===== src/rtl/vel_loop_if.sv =====
// Bus between the velocity-loop sequencer and its environment: run control,
// measurement handshake, velocity command and status flags.
interface vel_loop_if;
  logic              enable;
  logic signed [8:0] setpoint;
  logic signed [8:0] meas_vel;
  logic              meas_valid;
  logic              clr_fault;
  logic signed [8:0] out_vel;
  logic              out_valid;
  logic              sample_req;
  logic              fault;
  logic              overrun;
  logic              sat;

  modport master (
    output enable, setpoint, meas_vel, meas_valid, clr_fault,
    input  out_vel, out_valid, sample_req, fault, overrun, sat
  );
  modport slave (
    input  enable, setpoint, meas_vel, meas_valid, clr_fault,
    output out_vel, out_valid, sample_req, fault, overrun, sat
  );
endinterface


===== src/rtl/vel_loop_sequencer.sv =====
// Velocity-loop sequencer: per sample tick it fetches a measurement, forms a
// rate-limited step toward the setpoint and emits a saturated velocity command.
module vel_loop_sequencer #(
  parameter int SAMPLE_DIV   = 1000,
  parameter int MEAS_TIMEOUT = 64,
  parameter int STEP_MAX     = 16,
  parameter int VMAX         = 255
) (
  input logic     CLK,
  input logic     RST_N,
  vel_loop_if.slave bus
);
  localparam logic [2:0] S_IDLE      = 3'd0;
  localparam logic [2:0] S_WAIT_TICK = 3'd1;
  localparam logic [2:0] S_WAIT_MEAS = 3'd2;
  localparam logic [2:0] S_COMPUTE   = 3'd3;
  localparam logic [2:0] S_UPDATE    = 3'd4;

  localparam logic [15:0]       DIV_M1 = 16'(SAMPLE_DIV - 1);
  localparam logic [15:0]       TMO_M1 = 16'(MEAS_TIMEOUT - 1);
  localparam logic signed [9:0] STEP_P = 10'(STEP_MAX);
  localparam logic signed [9:0] STEP_N = -STEP_P;
  localparam logic signed [9:0] VMAX_P = 10'(VMAX);
  localparam logic signed [9:0] VMAX_N = -VMAX_P;

  logic [2:0]        state_q, state_d;
  logic [15:0]       cnt_q, cnt_d;
  logic [15:0]       tmo_q, tmo_d;
  logic signed [8:0] sp_q, sp_d, mv_q, mv_d;
  logic signed [9:0] step_q, step_d;
  logic signed [8:0] out_vel_q, out_vel_d;
  logic              out_valid_q, out_valid_d;
  logic              fault_q, fault_d, overrun_q, overrun_d, sat_q, sat_d;

  logic              tick, ovr_ev, flt_ev;
  logic signed [9:0] err, step_c, sum, sum_c;

  always_comb begin
    tick   = bus.enable && (state_q != S_IDLE) && (cnt_q == DIV_M1);
    // A tick that lands outside WAIT_TICK means the loop missed a sample.
    ovr_ev = tick && ((state_q == S_WAIT_MEAS) || (state_q == S_COMPUTE) ||
                      (state_q == S_UPDATE));
    flt_ev = 1'b0;

    err = {sp_q[8], sp_q} - {mv_q[8], mv_q};
    if (err > STEP_P)      step_c = STEP_P;
    else if (err < STEP_N) step_c = STEP_N;
    else                   step_c = err;

    sum = {out_vel_q[8], out_vel_q} + step_q;
    if (sum > VMAX_P)      sum_c = VMAX_P;
    else if (sum < VMAX_N) sum_c = VMAX_N;
    else                   sum_c = sum;

    state_d     = state_q;
    cnt_d       = (!bus.enable || state_q == S_IDLE) ? 16'd0 :
                  (tick ? 16'd0 : cnt_q + 16'd1);
    tmo_d       = tmo_q;
    sp_d        = sp_q;
    mv_d        = mv_q;
    step_d      = step_q;
    out_vel_d   = out_vel_q;
    out_valid_d = 1'b0;
    sat_d       = sat_q;

    if (!bus.enable) begin
      state_d   = S_IDLE;
      tmo_d     = 16'd0;
      out_vel_d = '0;
    end else begin
      case (state_q)
        S_IDLE:      state_d = S_WAIT_TICK;
        S_WAIT_TICK: if (tick) begin
          state_d = S_WAIT_MEAS;
          tmo_d   = 16'd0;
        end
        S_WAIT_MEAS: begin
          // meas_valid beats a timeout expiring in the same cycle
          if (bus.meas_valid) begin
            sp_d    = bus.setpoint;
            mv_d    = bus.meas_vel;
            state_d = S_COMPUTE;
          end else if (tmo_q == TMO_M1) begin
            flt_ev      = 1'b1;
            out_vel_d   = '0;
            out_valid_d = 1'b1;
            sat_d       = 1'b0;
            state_d     = S_WAIT_TICK;
          end else begin
            tmo_d = tmo_q + 16'd1;
          end
        end
        S_COMPUTE: begin
          step_d  = step_c;
          state_d = S_UPDATE;
        end
        S_UPDATE: begin
          out_vel_d   = sum_c[8:0];
          sat_d       = (sum_c != sum);
          out_valid_d = 1'b1;
          state_d     = S_WAIT_TICK;
        end
        default:     state_d = S_IDLE;
      endcase
    end

    fault_d   = bus.clr_fault ? 1'b0 : fault_q;
    overrun_d = bus.clr_fault ? 1'b0 : overrun_q;
    if (flt_ev) fault_d   = 1'b1;
    if (ovr_ev) overrun_d = 1'b1;
  end

  always_ff @(posedge CLK or negedge RST_N) begin
    if (!RST_N) begin
      state_q     <= S_IDLE;
      cnt_q       <= '0;
      tmo_q       <= '0;
      sp_q        <= '0;
      mv_q        <= '0;
      step_q      <= '0;
      out_vel_q   <= '0;
      out_valid_q <= 1'b0;
      fault_q     <= 1'b0;
      overrun_q   <= 1'b0;
      sat_q       <= 1'b0;
    end else begin
      state_q     <= state_d;
      cnt_q       <= cnt_d;
      tmo_q       <= tmo_d;
      sp_q        <= sp_d;
      mv_q        <= mv_d;
      step_q      <= step_d;
      out_vel_q   <= out_vel_d;
      out_valid_q <= out_valid_d;
      fault_q     <= fault_d;
      overrun_q   <= overrun_d;
      sat_q       <= sat_d;
    end
  end

  assign bus.out_vel    = out_vel_q;
  assign bus.out_valid  = out_valid_q;
  assign bus.sample_req = (state_q == S_WAIT_MEAS);
  assign bus.fault      = fault_q;
  assign bus.overrun    = overrun_q;
  assign bus.sat        = sat_q;
endmodule


===== src/flat_wrapper.sv =====
// flat-port wrapper written by rule: the top's interface ports become plain ports
module vel_loop_sequencer_flat 
#(
  parameter int SAMPLE_DIV   = 1000,
  parameter int MEAS_TIMEOUT = 64,
  parameter int STEP_MAX     = 16,
  parameter int VMAX         = 255
)
  (CLK, RST_N, bus_enable, bus_setpoint, bus_meas_vel, bus_meas_valid, bus_clr_fault, bus_out_vel, bus_out_valid, bus_sample_req, bus_fault, bus_overrun, bus_sat);
  vel_loop_if bus_i ();
  input logic CLK;
  input logic RST_N;
  input wire logic [$bits(bus_i.enable)-1:0] bus_enable;
  input wire logic [$bits(bus_i.setpoint)-1:0] bus_setpoint;
  input wire logic [$bits(bus_i.meas_vel)-1:0] bus_meas_vel;
  input wire logic [$bits(bus_i.meas_valid)-1:0] bus_meas_valid;
  input wire logic [$bits(bus_i.clr_fault)-1:0] bus_clr_fault;
  output wire logic [$bits(bus_i.out_vel)-1:0] bus_out_vel;
  output wire logic [$bits(bus_i.out_valid)-1:0] bus_out_valid;
  output wire logic [$bits(bus_i.sample_req)-1:0] bus_sample_req;
  output wire logic [$bits(bus_i.fault)-1:0] bus_fault;
  output wire logic [$bits(bus_i.overrun)-1:0] bus_overrun;
  output wire logic [$bits(bus_i.sat)-1:0] bus_sat;
  assign bus_i.enable = bus_enable;
  assign bus_i.setpoint = bus_setpoint;
  assign bus_i.meas_vel = bus_meas_vel;
  assign bus_i.meas_valid = bus_meas_valid;
  assign bus_i.clr_fault = bus_clr_fault;
  assign bus_out_vel = bus_i.out_vel;
  assign bus_out_valid = bus_i.out_valid;
  assign bus_sample_req = bus_i.sample_req;
  assign bus_fault = bus_i.fault;
  assign bus_overrun = bus_i.overrun;
  assign bus_sat = bus_i.sat;
  vel_loop_sequencer #(.SAMPLE_DIV(SAMPLE_DIV), .MEAS_TIMEOUT(MEAS_TIMEOUT), .STEP_MAX(STEP_MAX), .VMAX(VMAX)) u_core (.CLK(CLK), .RST_N(RST_N), .bus(bus_i));
endmodule

===== config.mk =====
export PLATFORM = sky130hd
export DESIGN_NAME = vel_loop_sequencer_flat
export DESIGN_NICKNAME = d
export VERILOG_FILES = /design/src/rtl/vel_loop_if.sv /design/src/rtl/vel_loop_sequencer.sv /design/src/flat_wrapper.sv
export SDC_FILE = /design/constraint.sdc
export NUM_CORES = 1
export LEC_CHECK = 0
export BUFFER_PORTS_ARGS = -buffer_cell sky130_fd_sc_hd__buf_2
export CORE_MARGIN = 4
export CORE_UTILIZATION = 62
export DETAILED_ROUTE_END_ITERATION = 16
export GPL_ROUTABILITY_DRIVEN = 0
export PLACE_DENSITY = 0.82
export SLEW_MARGIN = 20
export SYNTH_ARGS = -nofsm -noshare
export SYNTH_HDL_FRONTEND = slang
export SYNTH_SLANG_ARGS = --single-unit

===== constraint.sdc =====
create_clock -name CLK -period 5.05 [get_ports CLK]
set_clock_uncertainty 0.2 [all_clocks]
set_input_delay 0.7575 -clock CLK [delete_from_list [all_inputs] [get_ports CLK]]
set_output_delay 0.7575 -clock CLK [all_outputs]
set_load 0.01 [all_outputs]

-- After elaboration in Yosys (flattened, before gate mapping)
Cells that the tools add are included.
- output and inout bits: 14
- bits in registers: 76
- logic and storage cells: 86
- add/subtract/negate cells: 4
- equality and inequality tests: 16
- reductions and logical operators: 19
- mux-type cells: 32
- magnitude comparators: 4
- operators with widths (kind ; number):
    two-way mux 16 bit ; 6
    two-way mux 10 bit ; 4
    adder 16 x 1 -> 16 bit, second input constant ; 2
    one-hot mux 16 bit (2 select lines) ; 1
    two-way mux 9 bit ; 3
    one-hot mux 9 bit (2 select lines) ; 1
    == test 16 x 10 -> 1 bit, second input constant ; 1
    == test 16 x 6 -> 1 bit, second input constant ; 1
    two-way mux 3 bit ; 4
    one-hot mux 3 bit (4 select lines) ; 1
    adder 10 bit ; 1
    > comparator 10 x 6 -> 1 bit, second input constant ; 1
    > comparator 10 x 9 -> 1 bit, second input constant ; 1
    < comparator 10 x 5 -> 1 bit, second input constant ; 1
    < comparator 10 x 9 -> 1 bit, second input constant ; 1
    two-way mux 1 bit ; 10
    != test 10 bit ; 1
    subtractor 9 x 9 -> 10 bit ; 1
    AND reduction 4 bit ; 2
    == test 3 x 2 -> 1 bit, second input constant ; 2
    != test 3 x 1 -> 1 bit, second input constant ; 2
    != test 3 x 2 -> 1 bit, second input constant ; 2
    != test 3 bit, second input constant ; 2
    AND reduction 3 bit ; 2
    14 further kinds ; 22

-- Logic depth before layout (Yosys ltp)
- depth in word-level cells: 6
- gate-level depth with buffers: 13
- gate-level depth less buffers: 12

-- Least setup slack after synthesis
No wires, ideal clock.
- path type: flip-flop to flip-flop
- start: register u_core.mv_q[1]
- end: register u_core.step_q[4]
- stages on the path, launching flop included: 13
- path buffers: 1
- data required time: 4729 ps
- setup slack: 1979 ps
- period minus slack after synthesis: 3071 ps
- data arrival time: 2750 ps
- setup time: 121 ps
- cells stage by stage: dfrtp_1 inv_1 ha_1 nor2b_1 o31a_1 o31ai_1 xnor2_1 and3_1 nand4_1 ha_1 buf_1 or3_1 o22a_1
- longest elaborated chain between the ends: 4
- ends and longest elaborated chain (what ; line ; source):
    start, declared ; vel_loop_sequencer.sv:29 ; logic signed [8:0] sp_q, sp_d, mv_q, mv_d;
    start signal, assigned ; vel_loop_sequencer.sv:131 ; mv_q <= mv_d;
    subtractor 9 x 9 -> 10 bit * ; vel_loop_sequencer.sv:45 ; err = {sp_q[8], sp_q} - {mv_q[8], mv_q};
    < comparator 10 x 5 -> 1 bit ; vel_loop_sequencer.sv:47 ; else if (err < STEP_N) step_c = STEP_N;
    two-way mux 10 bit ; vel_loop_sequencer.sv:47 ;
    two-way mux 10 bit * ; vel_loop_sequencer.sv:46 ; if (err > STEP_P) step_c = STEP_P;
    end signal, assigned ; vel_loop_sequencer.sv:132 ; step_q <= step_d;
    end, declared ; vel_loop_sequencer.sv:30 ; logic signed [9:0] step_q, step_d;
Every way passes the cells marked *; elsewhere a longest branch is shown, timed or not.
A chain may end at the register's enable or synchronous reset.

-- Worst setup path after layout
- start: register u_core.cnt_q[12]
- end: register u_core.tmo_q[6]
- longest elaborated chain between the ends: 4
- ends and longest elaborated chain (what ; line ; source):
    start, declared ; vel_loop_sequencer.sv:27 ; logic [15:0] cnt_q, cnt_d;
    start signal, assigned ; vel_loop_sequencer.sv:128 ; cnt_q <= cnt_d;
    == test 16 x 10 -> 1 bit ; vel_loop_sequencer.sv:39 ; tick = bus.enable && (state_q != S_IDLE) && (cnt_q == DIV_M1);
    logical AND 1 bit ; vel_loop_sequencer.sv:39 ;
    != test 3 x 2 -> 1 bit (no line) ; - ;
    AND reduction 4 bit (no line) ; - ;
    end signal, assigned ; vel_loop_sequencer.sv:129 ; tmo_q <= tmo_d;
    end, declared ; vel_loop_sequencer.sv:28 ; logic [15:0] tmo_q, tmo_d;
Every way passes these cells.

==> results_dict.tcl <==
set metrics [dict create \
    tns_ns 0 \
    top_level_ports 37 \
    port_buffers 36 \
    grt-ovfl-total 0 \
    ys_top_cells_by_area "dfrtp_1 43%, ha_1 6.0%, mux2_2 4.6%" \
    ys_seq_elements 76 \
    cts_buffers 9 \
    p_int_mw 0.947 \
    cts_sinks 76 \
    p_leak_nw 2.31 \
    die_h_um 92.2 \
    rows 30 \
    grtUsageTotal 0.218 \
    drcViolationCount 0 \
    syn_avg_cell_area_um2 9.48 \
    rsz0062_at_grt "no" \
    drv_slew 0 \
    r2r-start "u_core.cnt_q[12]" \
    htree_num_levels 3 \
    vdd_drop_max_v 0.000204 \
    drv_cap 0 \
    power_mw 1.20 \
    synth_cell_type_count 57 \
    finalHoldViolations 0 \
    initial_core_util 0.644 \
    firstDrtPassIters 5 \
    cp-end-kind "flop" \
    die_area_um2 8510 \
    core_area_um2 6830 \
    status "finished clean" \
    min_to "u_core.cnt_q[0]" \
    clk_pin_slew_worst_paths_ns 0.08 \
    synth-edff-count 0 \
    powerDensity_nw_per_um2 245 \
    worstHoldPathCells 1 \
    die_w_um 92.2 \
    async_flop_share 1.00 \
    r2r-end "u_core.tmo_q[6]" \
    final_cells 600 \
    required_ns 5.11 \
    synthCells 464 \
    hp-start "u_core.cnt_q[0]" \
    cp-start-kind "flop" \
    synth_nets 510 \
    grt_start_max_net_pins 77 \
    ctsHoldBuffers 0 \
    syn_area_um2 4400 \
    vias 3562 \
    ctsRootBufferMaster "clkbuf_8" \
    cp.arrival_ns 3.34 \
    synth_ff_type "dfrtp_1" \
    switching_share 0.211 \
    diodes 0 \
    ys_seq_area_frac 0.432 \
    drive_gt1_frac 0.147 \
    postPlaceCellArea_um2 4660 \
    final.min_clock_period_ns 3.28 \
    p_sw_mw 0.253 \
    wl_per_cell_um 14.6 \
    clk_latency_ns 0.35 \
    cts_tree "built" \
    dp.final_hpwl_mm 6.21 \
    synth_top_area_share 0.432 \
    p_clk_frac 0.464 \
    dr.first_iter.drc_count 174 \
    viasPerCell 5.94 \
    seqPwrFrac 0.509 \
    critPathKind "reg -> reg" \
    p_comb_frac 0.027 \
    setup_viol 0 \
    ys_warn_count 0 \
    relSlewSlack 0.372 \
    ant_nets 0 \
    cp_max_fo 17 \
    r2r_cells 5 \
    grt_pass1_wl_mm 15.2 \
    min_path_type "reg -> reg" \
    tightestPinTransition_ns 0.939 \
    cts_resized 0 \
    nets 545 \
    final_cell_area_um2 4890 \
    first_global_vias 3462 \
    antenna_found_initial 0 \
    min_period_over_period 0.649 \
    cts_setup_buffers 0 \
    totalWireLength_mm 8.76 \
    area_growth_syn_to_layout_pct 11.3 \
    max_freq_ghz 0.305 \
    r2r_slack_ns 1.77 \
    clock_path_buffers 2 \
    place_inst 584 \
    yosys.area.top_type "dfrtp_1" \
]
## cells in the final DEF (no fill, tap or decap), types with 3 or more instances in the layout
master	count
dfrtp_1	76
nor2_1	49
nand2_1	47
buf_2	35
o21ai_0	32
ha_1	21
inv_1	20
nand3_1	20
xor2_1	19
a21oi_1	18
mux2_2	18
xnor2_1	12
or3_1	11
and3_1	9
clkbuf_8	9
o31ai_1	8
nand4_1	7
nor2b_1	7
nand2b_1	7
o211ai_1	6
nor3_1	5
a21o_1	4
nor4_1	4
o311ai_0	4
a311o_1	3
o21a_1	3
o31a_1	3
o41ai_1	3
bufinv_16	3
## cells by family (layout without fill, tap and decap cells)
family / count (synthesis) / in the layout / share of synthesized area
simple gates: 175 / 175 / 0.190
compound gates: 107 / 107 / 0.169
flops: 76 / 76 / 0.432
buf+inv: 32 / 72 / 0.0276
xor+xnor: 31 / 31 / 0.0617
fa+ha+maj: 24 / 24 / 0.0711
mux: 19 / 19 / 0.0483
## critical path: stages, from the launching register on
cell     delay (ns)
dfrtp_1        0.41
or4_1          0.53
or4_4          0.58
o41ai_4        0.77
o21ai_0        0.42
o31ai_1        0.28
## cells in the mapped netlist, types with 3 or more instances
cell type and number:
nor2b_1 7, nand3_1 20, nor2_1 49, o21ai_0 32, o211ai_1 6, a21o_1 4
ha_1 21, xor2_1 19, o311ai_0 4, inv_1 20, nand2b_1 7, nor4_1 4
mux2_2 18, clkbuf_1 10, a311o_1 3, nor3_1 5, xnor2_1 12, or3_1 11
o31a_1 3, a21oi_1 18, nand4_1 7, o31ai_1 8, o21a_1 3, nand2_1 47
and3_1 9, dfrtp_1 76, o41ai_1 3
## routing by layer
metal,part of all wire,global-route usage,up-vias
met4,0.014,0.0755,0
li1,-,-,1750
met3,0.048,0.0304,11
met5,0,0,-
met1,0.47,0.294,1691
met2,0.47,0.361,110
## worst max-delay path by stage
| stage | slack, ns | end | from | cells past startpoint |
|---|---|---|---|---|
| 2_1_floorplan | 1.98 | u_core.step_q[4] | u_core.mv_q[1] | 12 |
| 3_3_place_gp | 1.89 | u_core.tmo_q[8] | u_core.cnt_q[12] | 6 |
| 3_5_place_dp | 1.78 | u_core.tmo_q[8] | u_core.cnt_q[12] | 6 |
| 4_1_cts | 1.77 | u_core.tmo_q[6] | u_core.cnt_q[12] | 5 |
| 5_1_grt | 1.60 | u_core.tmo_q[4] | u_core.cnt_q[12] | 5 |
| 6_report | 1.77 | u_core.tmo_q[6] | u_core.cnt_q[12] | 5 |
## area by class of cell
cell class              instances  area [um^2]
repair buffers                 36          183
well taps                      96          120
flip-flops and latches         76         1900
clock buffers                  10          128
fillers                       527         1940
inverters                      20         75.1
multi-input cells             356         2380
clock inverters                 6          111
## stage by stage
| stage | hold WS, ns | setup WS, ns | utilization |
|---|---|---|---|
| finish | 0.284 | 1.77 | 0.716 |
| global route | 0.313 | 1.60 | 0.716 |
| CTS | 0.281 | 1.77 | 0.716 |
| detailed placement | 0.271 | 1.78 | 0.682 |
| global placement | 0.245 | 1.89 | 0.682 |
| floorplan | 0.233 | 1.98 | - |
## sequential cells by signal (all words and copies together) (netlist names), 3 cells and up
name	count
u_core.mv_q	9
u_core.step_q	10
u_core.cnt_q	16
u_core.sp_q	9
u_core.bus.out_vel	9
u_core.tmo_q	16
u_core.state_q	3
## power by group through the flow
| stage | clock network, mW | registers [mW] | logic (mW) |
|---|---|---|---|
| CTS | 0.566 | 0.610 | 0.0333 |
| global route | 0.597 | 0.611 | 0.0373 |
| floorplan | 0 | 0.622 | 0.00981 |
| global placement | 0 | 0.622 | 0.0320 |
| finish | 0.557 | 0.610 | 0.0323 |
| detailed placement | 0 | 0.622 | 0.0332 |
Note: power is estimated with default switching activity, not from simulation.
